--- config.mk ---
export PLATFORM = sky130hd
export DESIGN_NAME = gamepad_move_ctrl_flat
export DESIGN_NICKNAME = d
export VERILOG_FILES = /design/src/rtl/gamepad_pkg.sv /design/src/rtl/gamepad_move_ctrl_if.sv /design/src/rtl/move_fifo.sv /design/src/rtl/gamepad_move_ctrl.sv /design/src/flat_wrapper.sv
export SDC_FILE = /design/constraint.sdc
export NUM_CORES = 1
export LEC_CHECK = 0
export CORE_UTILIZATION = 54
export CTS_CLUSTER_DIAMETER = 100
export DETAILED_ROUTE_END_ITERATION = 16
export GPL_TIMING_DRIVEN = 0
export PLACE_DENSITY = 0.88
export SLEW_MARGIN = 30
export SYNTH_ARGS = -nofsm -noshare
export SYNTH_HDL_FRONTEND = slang
export SYNTH_SLANG_ARGS = --single-unit
--- constraint.sdc ---
create_clock -name clk -period 4 [get_ports clk]
set_input_delay 0.4 -clock clk [delete_from_list [all_inputs] [get_ports clk]]
set_output_delay 0.4 -clock clk [all_outputs]
set_load 0.01 [all_outputs]
--- src/rtl/gamepad_pkg.sv ---
// Shared definitions for the gamepad move controller: direction codes,
// controller FSM state encoding and bit positions in the raw button vector.
package gamepad_pkg;

  localparam logic [1:0] DIR_UP    = 2'd0;
  localparam logic [1:0] DIR_DOWN  = 2'd1;
  localparam logic [1:0] DIR_LEFT  = 2'd2;
  localparam logic [1:0] DIR_RIGHT = 2'd3;

  typedef enum logic {
    ARMED = 1'b0,
    HELD  = 1'b1
  } move_state_e;

  localparam int BTN_UP    = 0;
  localparam int BTN_DOWN  = 1;
  localparam int BTN_LEFT  = 2;
  localparam int BTN_RIGHT = 3;
  localparam int BTN_START = 4;
  localparam int BTN_W     = 5;

  // Maps a one-hot {right,left,down,up} vector to its move code.
  function automatic logic [1:0] dir_code(input logic [3:0] dirs);
    logic [1:0] code;
    code = DIR_UP;
    case (dirs)
      4'b0001: code = DIR_UP;
      4'b0010: code = DIR_DOWN;
      4'b0100: code = DIR_LEFT;
      4'b1000: code = DIR_RIGHT;
      default: code = DIR_UP;
    endcase
    return code;
  endfunction

endpackage

--- src/rtl/gamepad_move_ctrl_if.sv ---
// Move handshake between the gamepad controller (master) and board-update logic (slave).
// valid/ready: a move transfers on a clk edge where move_valid & move_ready; move_valid
// never depends on move_ready, and move_dir is meaningful only while move_valid=1.
interface gamepad_move_ctrl_if;
  logic       move_valid;
  logic [1:0] move_dir;
  logic       move_ready;

  modport master (output move_valid, output move_dir, input move_ready);
  modport slave  (input move_valid, input move_dir, output move_ready);
endinterface

--- src/rtl/move_fifo.sv ---
// First-word-fall-through FIFO with flush; rdata reads as zero while empty.
// A push while full only succeeds when a pop frees a slot in the same cycle.
module move_fifo #(
  parameter int WIDTH = 2,
  parameter int DEPTH = 2
) (
  input  logic             clk,
  input  logic             rst_n,
  input  logic             flush,
  input  logic             push,
  input  logic [WIDTH-1:0] wdata,
  input  logic             pop,
  output logic [WIDTH-1:0] rdata,
  output logic             full,
  output logic             empty
);

  localparam int AW = (DEPTH > 1) ? $clog2(DEPTH) : 1;
  localparam int CW = $clog2(DEPTH) + 1;
  localparam logic [CW-1:0] CNT_FULL = CW'(DEPTH);

  logic [WIDTH-1:0] mem [DEPTH];
  logic [AW-1:0]    wr_ptr;
  logic [AW-1:0]    rd_ptr;
  logic [CW-1:0]    count;
  logic             do_push;
  logic             do_pop;

  assign empty   = (count == '0);
  assign full    = (count == CNT_FULL);
  assign do_pop  = pop & ~empty;
  assign do_push = push & ~flush & (~full | do_pop);
  assign rdata   = empty ? '0 : mem[rd_ptr];

  // Pointers wrap naturally because DEPTH is a power of two.
  always_ff @(posedge clk or negedge rst_n) begin
    if (!rst_n) begin
      wr_ptr <= '0;
      rd_ptr <= '0;
      count  <= '0;
    end else if (flush) begin
      wr_ptr <= '0;
      rd_ptr <= '0;
      count  <= '0;
    end else begin
      if (do_push) wr_ptr <= wr_ptr + 1'b1;
      if (do_pop)  rd_ptr <= rd_ptr + 1'b1;
      case ({do_push, do_pop})
        2'b10:   count <= count + 1'b1;
        2'b01:   count <= count - 1'b1;
        default: count <= count;
      endcase
    end
  end

  always_ff @(posedge clk) begin
    if (do_push) mem[wr_ptr] <= wdata;
  end

endmodule

--- src/rtl/gamepad_move_ctrl.sv ---
// Frame-sampled, debounced gamepad buttons turned into single 2048 move commands
// (one per distinct direction press) plus a new-game pulse on START.
module gamepad_move_ctrl
  import gamepad_pkg::*;
#(
  parameter int DEBOUNCE_FRAMES = 2,
  parameter int FIFO_DEPTH      = 2
) (
  input  logic                        clk,
  input  logic                        rst_n,
  input  logic                        frame_tick,
  input  logic                        is_present,
  input  logic                        btn_up,
  input  logic                        btn_down,
  input  logic                        btn_left,
  input  logic                        btn_right,
  input  logic                        btn_start,
  gamepad_move_ctrl_if.master         mv,
  output logic                        new_game,
  output logic                        move_drop,
  output move_state_e                 fsm_state
);

  localparam int CNT_W = $clog2(DEBOUNCE_FRAMES) + 1;
  localparam logic [CNT_W-1:0] CNT_MAX = CNT_W'(DEBOUNCE_FRAMES - 1);

  logic [BTN_W-1:0] raw;
  logic [BTN_W-1:0] last_r;
  logic [BTN_W-1:0] db;
  logic [BTN_W-1:0] db_prev;
  logic [CNT_W-1:0] cnt;
  logic [CNT_W-1:0] cnt_nxt;
  logic [3:0]       dirs;
  logic             start_rise;
  logic             push;
  logic             pop;
  logic             fifo_full;
  logic             fifo_empty;
  logic [1:0]       fifo_head;
  move_state_e      state;
  move_state_e      state_nxt;

  // A disconnected controller reads as all buttons released.
  assign raw = {btn_start, btn_right, btn_left, btn_down, btn_up} & {BTN_W{is_present}};

  // cnt counts how many consecutive ticks beyond the first r has stayed unchanged.
  always_comb begin
    cnt_nxt = '0;
    if (raw == last_r) begin
      cnt_nxt = (cnt >= CNT_MAX) ? CNT_MAX : cnt + 1'b1;
    end
  end

  always_ff @(posedge clk or negedge rst_n) begin
    if (!rst_n) begin
      last_r  <= '0;
      cnt     <= '0;
      db      <= '0;
      db_prev <= '0;
    end else begin
      db_prev <= db;
      if (frame_tick) begin
        last_r <= raw;
        cnt    <= cnt_nxt;
        if (cnt_nxt >= CNT_MAX) db <= raw;
      end
    end
  end

  assign dirs       = db[BTN_RIGHT:BTN_UP];
  assign start_rise = db[BTN_START] & ~db_prev[BTN_START];

  always_ff @(posedge clk or negedge rst_n) begin
    if (!rst_n) state <= ARMED;
    else        state <= state_nxt;
  end

  // START outranks any direction push decided in the same cycle.
  always_comb begin
    state_nxt = state;
    push      = 1'b0;
    if (start_rise) begin
      state_nxt = HELD;
    end else begin
      case (state)
        ARMED: begin
          if ($onehot(dirs)) begin
            push      = 1'b1;
            state_nxt = HELD;
          end
        end
        HELD: begin
          if (dirs == 4'b0000) state_nxt = ARMED;
        end
        default: state_nxt = ARMED;
      endcase
    end
  end

  assign pop = ~fifo_empty & mv.move_ready;

  move_fifo #(
    .WIDTH (2),
    .DEPTH (FIFO_DEPTH)
  ) u_fifo (
    .clk   (clk),
    .rst_n (rst_n),
    .flush (start_rise),
    .push  (push),
    .wdata (dir_code(dirs)),
    .pop   (pop),
    .rdata (fifo_head),
    .full  (fifo_full),
    .empty (fifo_empty)
  );

  // Sticky overflow flag; a pop in the same cycle makes room, so that is not a drop.
  always_ff @(posedge clk or negedge rst_n) begin
    if (!rst_n)                          move_drop <= 1'b0;
    else if (start_rise)                 move_drop <= 1'b0;
    else if (push & fifo_full & ~pop)    move_drop <= 1'b1;
  end

  assign mv.move_valid = ~fifo_empty;
  assign mv.move_dir   = fifo_head;
  assign new_game      = start_rise;
  assign fsm_state     = state;

endmodule

--- src/flat_wrapper.sv ---
// flat-port wrapper written by rule: the top's interface ports become plain ports
module gamepad_move_ctrl_flat import gamepad_pkg::*;
#(
  parameter int DEBOUNCE_FRAMES = 2,
  parameter int FIFO_DEPTH      = 2
)
  (clk, rst_n, frame_tick, is_present, btn_up, btn_down, btn_left, btn_right, btn_start, new_game, move_drop, fsm_state, mv_move_valid, mv_move_dir, mv_move_ready);
  gamepad_move_ctrl_if mv_i ();
  input  logic clk;
  input  logic rst_n;
  input  logic frame_tick;
  input  logic is_present;
  input  logic btn_up;
  input  logic btn_down;
  input  logic btn_left;
  input  logic btn_right;
  input  logic btn_start;
  output logic new_game;
  output logic move_drop;
  output move_state_e fsm_state;
  output wire logic [$bits(mv_i.move_valid)-1:0] mv_move_valid;
  output wire logic [$bits(mv_i.move_dir)-1:0] mv_move_dir;
  input wire logic [$bits(mv_i.move_ready)-1:0] mv_move_ready;
  assign mv_move_valid = mv_i.move_valid;
  assign mv_move_dir = mv_i.move_dir;
  assign mv_i.move_ready = mv_move_ready;
  gamepad_move_ctrl #(.DEBOUNCE_FRAMES(DEBOUNCE_FRAMES), .FIFO_DEPTH(FIFO_DEPTH)) u_core (.clk(clk), .rst_n(rst_n), .frame_tick(frame_tick), .is_present(is_present), .btn_up(btn_up), .btn_down(btn_down), .btn_left(btn_left), .btn_right(btn_right), .btn_start(btn_start), .mv(mv_i), .new_game(new_game), .move_drop(move_drop), .fsm_state(fsm_state));
endmodule
### Yosys cells after proc, flatten, opt, wreduce, memory -nomap -nowiden

Memories as Yosys holds them, arrays and structs flattened.
Index checks and enable logic that the tools add are counted.

* add/sub/neg operators: 8
* magnitude comparators: 2
* equality and inequality tests: 8
* muxes and demuxes: 20
* bitwise logic cells: 15
* reductions and logical operators: 7

Operators by type and width (count)
* 1-bit two-way mux: 13
* 2-bit two-way mux: 4
* 1-bit bitwise AND: 7
* 1-bit inverter: 6
* 2-bit case mux with 3 select lines: 1
* 2-bit nonzero test: 3
* 5-bit bitwise AND: 1
* 5-bit == test: 1
* 1-bit by 1-bit adder with 2-bit output: 2
* 2-bit by 1-bit adder with 2-bit output, second input constant: 2
* 2-bit == test, second input constant: 2
* 4-bit by 2-bit == test with 1-bit output, second input constant: 1
* 4-bit by 3-bit == test with 1-bit output, second input constant: 1
* 4-bit == test, second input constant: 1
* 2-bit by 1-bit >= comparator with 1-bit output, second input constant: 2
* 4-bit zero test: 1
* 2-bit case mux with 2 select lines: 1
* 3-bit adder: 1
* 3-bit by 1-bit == test with 1-bit output, second input constant: 1
* 3-bit nonzero test: 1
* 1-bit adder, second input constant: 2
* 2-bit by 1-bit == test with 1-bit output, second input constant: 1
* 2-bit zero test: 1
* 1-bit case mux with 2 select lines: 1
* 3 further kinds: 3

* register bits after elaboration: 23
* RAM bits: 4
* bits of input ports: 10
* output and inout bits: 6
* word-level logic and storage cells: 70
* memories kept: 1

Memories
* u_core.u_fifo.mem: words 2, bits a word 2, rd ports 1, clocked after memory_dff 0, wr ports 1, RTL line move_fifo.sv:22 `logic [WIDTH-1:0] mem [DEPTH];`

### Depth between registers and ports, before layout

Gate-level depths: netlist of run 1.

* word-level depth: 11
* gate-level depth with buffers: 11
* gate-level depth less buffers: 11

### By module

From an unflattened synthesis of run 1, not the netlist that was laid out.

* cells, all modules: 131
* area, all modules: 1350.0 sq um

By module, submodules not included
* gamepad_move_ctrl: times used 1, cells an instance 95, area an instance 947.2 sq um, seq. area each 375.4 sq um
* move_fifo: times used 1, cells an instance 36, area an instance 402.9 sq um, seq. area each 220.2 sq um

### Worst setup path after synthesis of run 1

OpenSTA, ideal clock, no wires.

* path kind: flip-flop to flip-flop
* start point: register u_core.db[2]
* end point: register u_core.u_fifo.count[1]
* library setup time: 0.079 ns
* arrival time: 2.864 ns
* required time: 3.921 ns
* setup slack: 1.057 ns
* stages on the path, launching flop included: 11
* buffers on the path: 0
* period minus slack after synthesis: 2.943 ns
* path through: dfrtp_1 > inv_1 > ha_1 > ha_1 > fa_1 > nor4b_1 > nor2b_1 > nand2b_1 > ha_1 > or3_1 > a21oi_1

* word-level cells in the longest chain between the ends: 11
* elaborated cells between the ends (all ways): 13
* those cells by class: add/sub: 2; eq/ne: 3; mux: 5; bitwise: 2; reduce/logical: 1

Ends and longest elaborated chain
* from (decl): RTL line gamepad_move_ctrl.sv:29 `logic [BTN_W-1:0] db;`
* from (signal assigned): RTL line gamepad_move_ctrl.sv:65 `if (cnt_nxt >= CNT_MAX) db <= raw;`
* 1-bit by 1-bit adder with 2-bit output (implied by the code) *: RTL line gamepad_move_ctrl.sv:87 `if ($onehot(dirs)) begin`
* 3-bit adder (implied by the code) *: RTL line gamepad_move_ctrl.sv:87
* 3-bit by 1-bit == test with 1-bit output *: RTL line gamepad_move_ctrl.sv:87
* 1-bit two-way mux *: RTL line gamepad_move_ctrl.sv:87
* 1-bit two-way mux *: RTL line gamepad_move_ctrl.sv:85 `case (state)`
* 1-bit two-way mux *: RTL line gamepad_move_ctrl.sv:82 `if (start_rise) begin`
* 1-bit bitwise AND * (2 in a row): RTL line move_fifo.sv:32 `assign do_push = push & ~flush & (~full | do_pop);`
* 2-bit by 1-bit == test with 1-bit output / 2-bit == test (equally long branches): RTL line move_fifo.sv:48 `case ({do_push, do_pop})`
* 2-bit case mux with 2 select lines: RTL line move_fifo.sv:48
* 2-bit two-way mux: RTL line move_fifo.sv:41 `end else if (flush) begin`
* to (signal assigned): RTL line move_fifo.sv:49 `2'b10: count <= count + 1'b1;`
* to (signal assigned): RTL line move_fifo.sv:50 `2'b01: count <= count - 1'b1;`
* to (signal assigned): RTL line move_fifo.sv:51 `default: count <= count;`
* to (decl): RTL line move_fifo.sv:25 `logic [CW-1:0] count;`

Every way passes the cells marked *; elsewhere a longest branch is shown, timed or not.
A chain may end at the register's enable or synchronous reset.

### Final worst setup path of run 1

Ends and elaborated chain as after synthesis.

==> out/metrics.cfg, run 1 <==
[worst_setup_path]
crit_fanout = 3
crit_chain = inv_1 -> ha_1 -> ha_1 -> fa_1 -> nor4b_1 -> nor2b_1 -> nand2b_1 -> ha_1 -> or3_1 -> a21oi_1
worstSetupStartpointType = flop
crit_type = flop to flop
cp_num_buf_inv = 1
endpoint_kind = flop
r2r_slack_ns = 0.79
crit_path_frequent_cell = ha_1
r2r_start = u_core.db[2]
arrival_ns = 3.45
startpoint = u_core.db[2]
crit_required_ns = 4.24
critical_path.top_delay_family = adder cells
cpMaxStageDelayCell = nor4b_1
critical_path.max_stage_delay_ns = 0.47

[die]
core-area_um2 = 2230
ios = 16
initial_utilization_pct = 58.3
die_w_um = 51.1
die_h_um = 51.1
rows = 17
die-area_um2 = 2610

[clock_network]
clk_pin_slew_ns = 0.12
cts-root-buf = clkbuf_4
cts_buffers = 3
clockBufferDepth = 2
clk-insertion-delay-late_ns = 0.31
cts_resized = 0
cts_hold_buf = 0
h-tree-depth = 1
cts_tree = built
cts_setup_buffers = 0
clock_sink_count = 23

[synth]
synth.avg_cell_area_um2 = 10.8
yosys-top-cells-area = dfrtp_1, ha_1, edfxtp_1, mux2i_1, inv_1
ys.flop_type = dfrtp_1
ys_async_sr_fraction_pct = 82.6
synth_fp_nets = 141
ys_warn_count = 0
yosys.cell_types.count = 37
synth_top_cell_area_share_pct = 36.5
synth_edf_count = 4
seq_area_frac_synth_pct = 45.8
yosysTopAreaCell = dfrtp_1
yosys_register_bits = 23
netlist_area_um2 = 1300
syn_inst = 120

[worst_hold_path]
min_path_type = input pin to asynchronous set/reset pin

[drt]
firstDrtPassIters = 4
via_count = 920
drt-initial-drc-count = 18
drc = 0
wl_per_cell_um = 13.7
wl_um = 2290
drtAntennaViolNets = 0
vias_per_cell = 5.51

[power_and_ir_drop]
power_density_nw_per_um2 = 608
power_leakage_nw = 0.643
vdd_drop_max_uv = 381

[global_route]
grt_pass1_wl_um = 4000
grt_pass1_vias = 901
grt_max_degree = 20
grt_use_total_pct = 21.4
antenna_found_initial = 0
overflow = 0

[place]
pre_cts_slack_ns = 0.842
numPlacedInstances = 163
dpl_cell_area_um2 = 1490
gp_congestion = 0.819
port_buffers = 15
dpl.hpwl_um = 1780

[sta]
hold_violations = 0
worstMarginPinSlew_ns = 0.459
maxSlewViolCount = 0
fin_crit_sh_pct = 80.2
final.setup.worst_slack_ns = 0.793
timing.final.crit_period_ns = 3.21
fmax_ghz = 0.312
finalSetupTns_ns = 0
maxSlewHeadroom_pct = 68.9
rsz0062_at_grt = no
setup_viol = 0
worst_clock_skew_ns = 0.00346

[finish]
final_cell_mix = dfrtp_1, clkdlybuf4s50_1, inv_1
final_common_cell = dfrtp_1
syn_to_final_growth_pct = 15.9
fin_cells = 167
final_core_util_pct = 67.5
layout-drive-gt1-share_pct = 10.8
fin_nets = 161
final_area_um2 = 1510
diodes = 0

[outcome]
status = completed

[flow_run]
drv_cap = 0

-- per-layer routing --
layer  track usage (%)  vias to the layer above  wire [um]  share of wire (%)
li1                  -                      452          -                  -
met1              24.8                      440        991                 43
met2              39.0                       23       1190                 52
met3              2.68                        5         68                3.0
met4              9.72                        0         46                2.0
met5                 0                        -          0                  0
-- cell families after synthesis --
group | after synthesis | share of synthesized area, %
xor gates and xnor gates | 7 | 5.29
buffers and inverters | 14 | 4.62
AOI/OAI and AO/OA | 20 | 11.3
muxes | 8 | 6.73
adders and majority gates | 11 | 11.2
DFF | 23 | 45.8
and+or+nand+nor | 37 | 15.1
-- cells in the mapped netlist (all sizes together), types with 3 or more instances --
cell	count
o22ai	5
mux2i	5
ha	10
nor2	10
nand3	6
xor2	3
nand2	8
dfrtp	19
nor2b	3
mux2	3
edfxtp	4
o21ai	6
xnor2	4
inv	11
-- power breakdown --
group / internal [mW] / total [mW] / switching (mW)
sequential: 0.320 / 0.377 / 0.0572
combinational: 0.222 / 0.436 / 0.214
clock: 0.0390 / 0.104 / 0.0650
total: 0.580 / 0.917 / 0.336
-- per-stage QoR --
step | hold slack [ns] | total power, mW
finish | 0.0118 | 0.917
global route | 0.0395 | 0.990
CTS | 0.454 | 0.924
detailed placement | 0.423 | 0.817
global placement | 0.412 | 0.782
floorplan | 0.104 | 0.667
-- state kept, by name (all words and copies together), names as in the netlist --
register              count
u_core.fsm_state          1
u_core.u_fifo.count       2
u_core.u_fifo.wr_ptr      1
u_core.db_prev            1
u_core.u_fifo.rd_ptr      1
u_core.db                 5
u_core.last_r             5
u_core.move_drop          1
u_core.cnt                2
u_core.u_fifo.mem         4
-- final timing paths --
| kind | to | cells past startpoint |
|---|---|---|
| worst max-delay path | u_core.u_fifo.count[1] | 10 |
| min in group clk | u_core.db_prev[4] | 0 |
| worst min register to register | u_core.db_prev[4] | 0 |
| max in group asynchronous | u_core.u_fifo.count[0] | 1 |
| worst min-delay path | u_core.u_fifo.rd_ptr | 1 |
| worst max register to register | u_core.u_fifo.count[1] | 10 |
-- final cells by class --
| cell class | count | area [um2] |
|---|---|---|
| Tap cell | 28 | 35.0 |
| Fill cell | 194 | 726 |
| Sequential cell | 23 | 596 |
| Inverter | 11 | 41.3 |
| Clock buffer | 4 | 26.3 |
| Buffer | 3 | 18.8 |
| Timing Repair Buffer | 15 | 145 |
| Multi-Input combinational cell | 83 | 646 |
Note: power is estimated with default switching activity, not from simulation.
==> run 2, diff against run 1 <==
--- a/config.mk
+++ b/config.mk
@@ -5,11 +5,11 @@
 export SDC_FILE = /design/constraint.sdc
 export NUM_CORES = 1
 export LEC_CHECK = 0
-export CORE_UTILIZATION = 54
+export CORE_UTILIZATION = 49
 export CTS_CLUSTER_DIAMETER = 100
 export DETAILED_ROUTE_END_ITERATION = 16
 export GPL_TIMING_DRIVEN = 0
-export PLACE_DENSITY = 0.88
+export PLACE_DENSITY = 0.84
 export SLEW_MARGIN = 30
 export SYNTH_ARGS = -nofsm -noshare
 export SYNTH_HDL_FRONTEND = slang
==> constraint.sdc (replaced) <==
create_clock -name clk -period 2.6 [get_ports clk]
set_input_delay 0.26 -clock clk [delete_from_list [all_inputs] [get_ports clk]]
set_output_delay 0.26 -clock clk [all_outputs]
set_load 0.01 [all_outputs]
==> out/metrics.cfg, run 2 (synthesis gave the netlist of run 1 again) <==
[finish]
diodes = 0  ; unchanged
layout-drive-gt1-share_pct = 26.5  ; +16 points
final_cell_mix = dfrtp_1, clkdlybuf4s50_1, buf_4
fin_nets = 173  ; +7.5%
top_regs = u_core.db x5, u_core.last_r x5, u_core.u_fifo.mem x4
syn_to_final_growth_pct = 28.5
final_common_cell = dfrtp_1

[worst_setup_path]
crit_type = flop to flop
r2r_slack_ns = -0.14  ; -0.93 ns
arrival_ns = 2.99  ; -0.46 ns
crit_required_ns = 2.85  ; -1.39 ns
crit_fanout = 2  ; -1
worstSetupStartpointType = flop
endpoint_kind = flop

[drt]
wl_per_cell_um = 13.3  ; -3.1%
via_count = 975  ; +6.0%
drtAntennaViolNets = 0  ; unchanged
drc = 0  ; unchanged
vias_per_cell = 5.39  ; -2.2%
drt-initial-drc-count = 18  ; unchanged
wl_um = 2410  ; +5.0%
firstDrtPassIters = 4  ; unchanged

[clock_network]
clk-insertion-delay-late_ns = 0.31  ; about the same
cts-root-buf = clkbuf_4
clock_sink_count = 23  ; unchanged
clockBufferDepth = 2  ; unchanged
clk_pin_slew_ns = 0.12  ; about the same
cts_tree = built
h-tree-depth = 1  ; unchanged
cts_buffers = 3  ; unchanged

[sta]
timing.final.crit_period_ns = 2.74  ; -0.469 ns
worstMarginPinSlew_ns = 0.433  ; -0.0265 ns
setup_viol = 1  ; +1
hold_violations = 0  ; unchanged
worst_clock_skew_ns = 0.00416  ; +0.000700 ns
fin_crit_sh_pct = 105  ; +25 points
maxSlewHeadroom_pct = 71.1  ; +2.2 points
fmax_ghz = 0.365  ; +17%
finalSetupTns_ns = -0.138  ; -0.138 ns
maxSlewViolCount = 0  ; unchanged
whs_ns = 0.415  ; +0.404 ns
rsz0062_at_grt = yes
final.setup.worst_slack_ns = -0.138  ; -0.931 ns

[global_route]
antenna_found_initial = 0  ; unchanged
grt_max_degree = 20  ; unchanged
overflow = 0  ; unchanged
grt_use_total_pct = 20.4  ; -1.0 points
grt_pass1_vias = 960  ; +6.5%
grt_pass1_wl_um = 4000  ; unchanged

[die]
ios = 16  ; unchanged
die_h_um = 53.5  ; +4.8%
initial_utilization_pct = 52.1  ; -6.2 points
die_w_um = 53.5  ; +4.8%
core-area_um2 = 2500  ; +12%
die-area_um2 = 2870  ; +9.8%
rows = 18  ; +1

[place]
port_buffers = 15  ; unchanged
gp_congestion = 0.761  ; -7.1%
dpl.hpwl_um = 1750  ; -1.6%

[flow_run]
drv_cap = 0  ; unchanged

[power_and_ir_drop]
power_density_nw_per_um2 = 1040  ; +70%
vdd_drop_max_uv = 677  ; +77%
power_leakage_nw = 0.705  ; +9.7%

[worst_hold_path]
min_path_type = input pin to asynchronous set/reset pin

[outcome]
failed_checks = negative setup slack
status = complete, but fails checks

==> run 2: changes by cell type in the layout (fill, tap and decap cells not counted), sizes merged <==
cell / previous run / this run
buf: 2 / 13
clkbuf: 6 / 5
clkinv: 0 / 1
dlygate4sd3: 0 / 1
==> run 2: metal layers <==
layer,part of all wire [%],track usage [%],routed length (um),vias to the layer above
li1,-,-,-,478
met1,39,20.6,940,453
met2,53,37.3,1280,32
met3,3.9,4.52,94,12
met4,3.8,13.2,92,0
met5,0,0,0,-
==> run 2: path summary, 6_finish.rpt <==
kind                              startpoint                endpoint  cells past startpoint
max in group asynchronous              rst_n        u_core.last_r[2]                      2
worst min register to register  u_core.db[4]       u_core.db_prev[4]                      0
worst max register to register  u_core.db[2]  u_core.u_fifo.count[1]                     11
min in group clk                u_core.db[4]       u_core.db_prev[4]                      0
worst max-delay path            u_core.db[2]  u_core.u_fifo.count[1]                     11
worst min-delay path                   rst_n            u_core.db[2]                      2
==> run 2: repair_timing <==
item	in CTS	in global routing
setup endpoints to repair	2	6
buffers inserted	9	2
hold buffers	0	1
gates resized for setup	1	3
pin swaps	4	1
endpoints found under the hold margin	0	19
==> run 2: cell type report <==
| class | instances | area [um2] |
|---|---|---|
| fill | 190 | 828 |
| buffer | 3 | 18.8 |
| timing repair buffer | 27 | 238 |
| clock buffer | 3 | 22.5 |
| tap | 30 | 37.5 |
| sequential | 23 | 596 |
| clock inverter | 1 | 5.00 |
| multi-input combinational | 83 | 713 |
| inverter | 11 | 41.3 |
==> run 2: worst max-delay path, stage by stage (launching register included) <==
cell,delay (ns)
dfrtp_1,0.42
inv_2,0.09
ha_4,0.21
ha_4,0.15
fa_1,0.44
nor4b_2,0.29
nor2b_2,0.20
nand2b_1,0.11
ha_4,0.18
xnor2_1,0.13
or3_1,0.33
a21oi_2,0.14
==> run 2: through the flow <==
step,setup slack [ns],cells,power (mW),cell area [um2],utilization (%)
2_1_floorplan,-0.149,120,1.13,1350,-
3_3_place_gp,-0.272,165,1.32,1540,61.4
3_5_place_dp,-0.348,165,1.38,1540,61.4
4_1_cts,-0.158,178,1.69,1640,65.7
5_1_grt,-0.290,181,1.90,1670,66.9
6_report,-0.138,181,1.73,1670,66.9
==> run 2: power breakdown <==
group / total, mW / internal, mW / switching, mW
Clock: 0.161 / 0.0574 / 0.103
Combinational: 0.996 / 0.567 / 0.428
Sequential: 0.575 / 0.492 / 0.0834
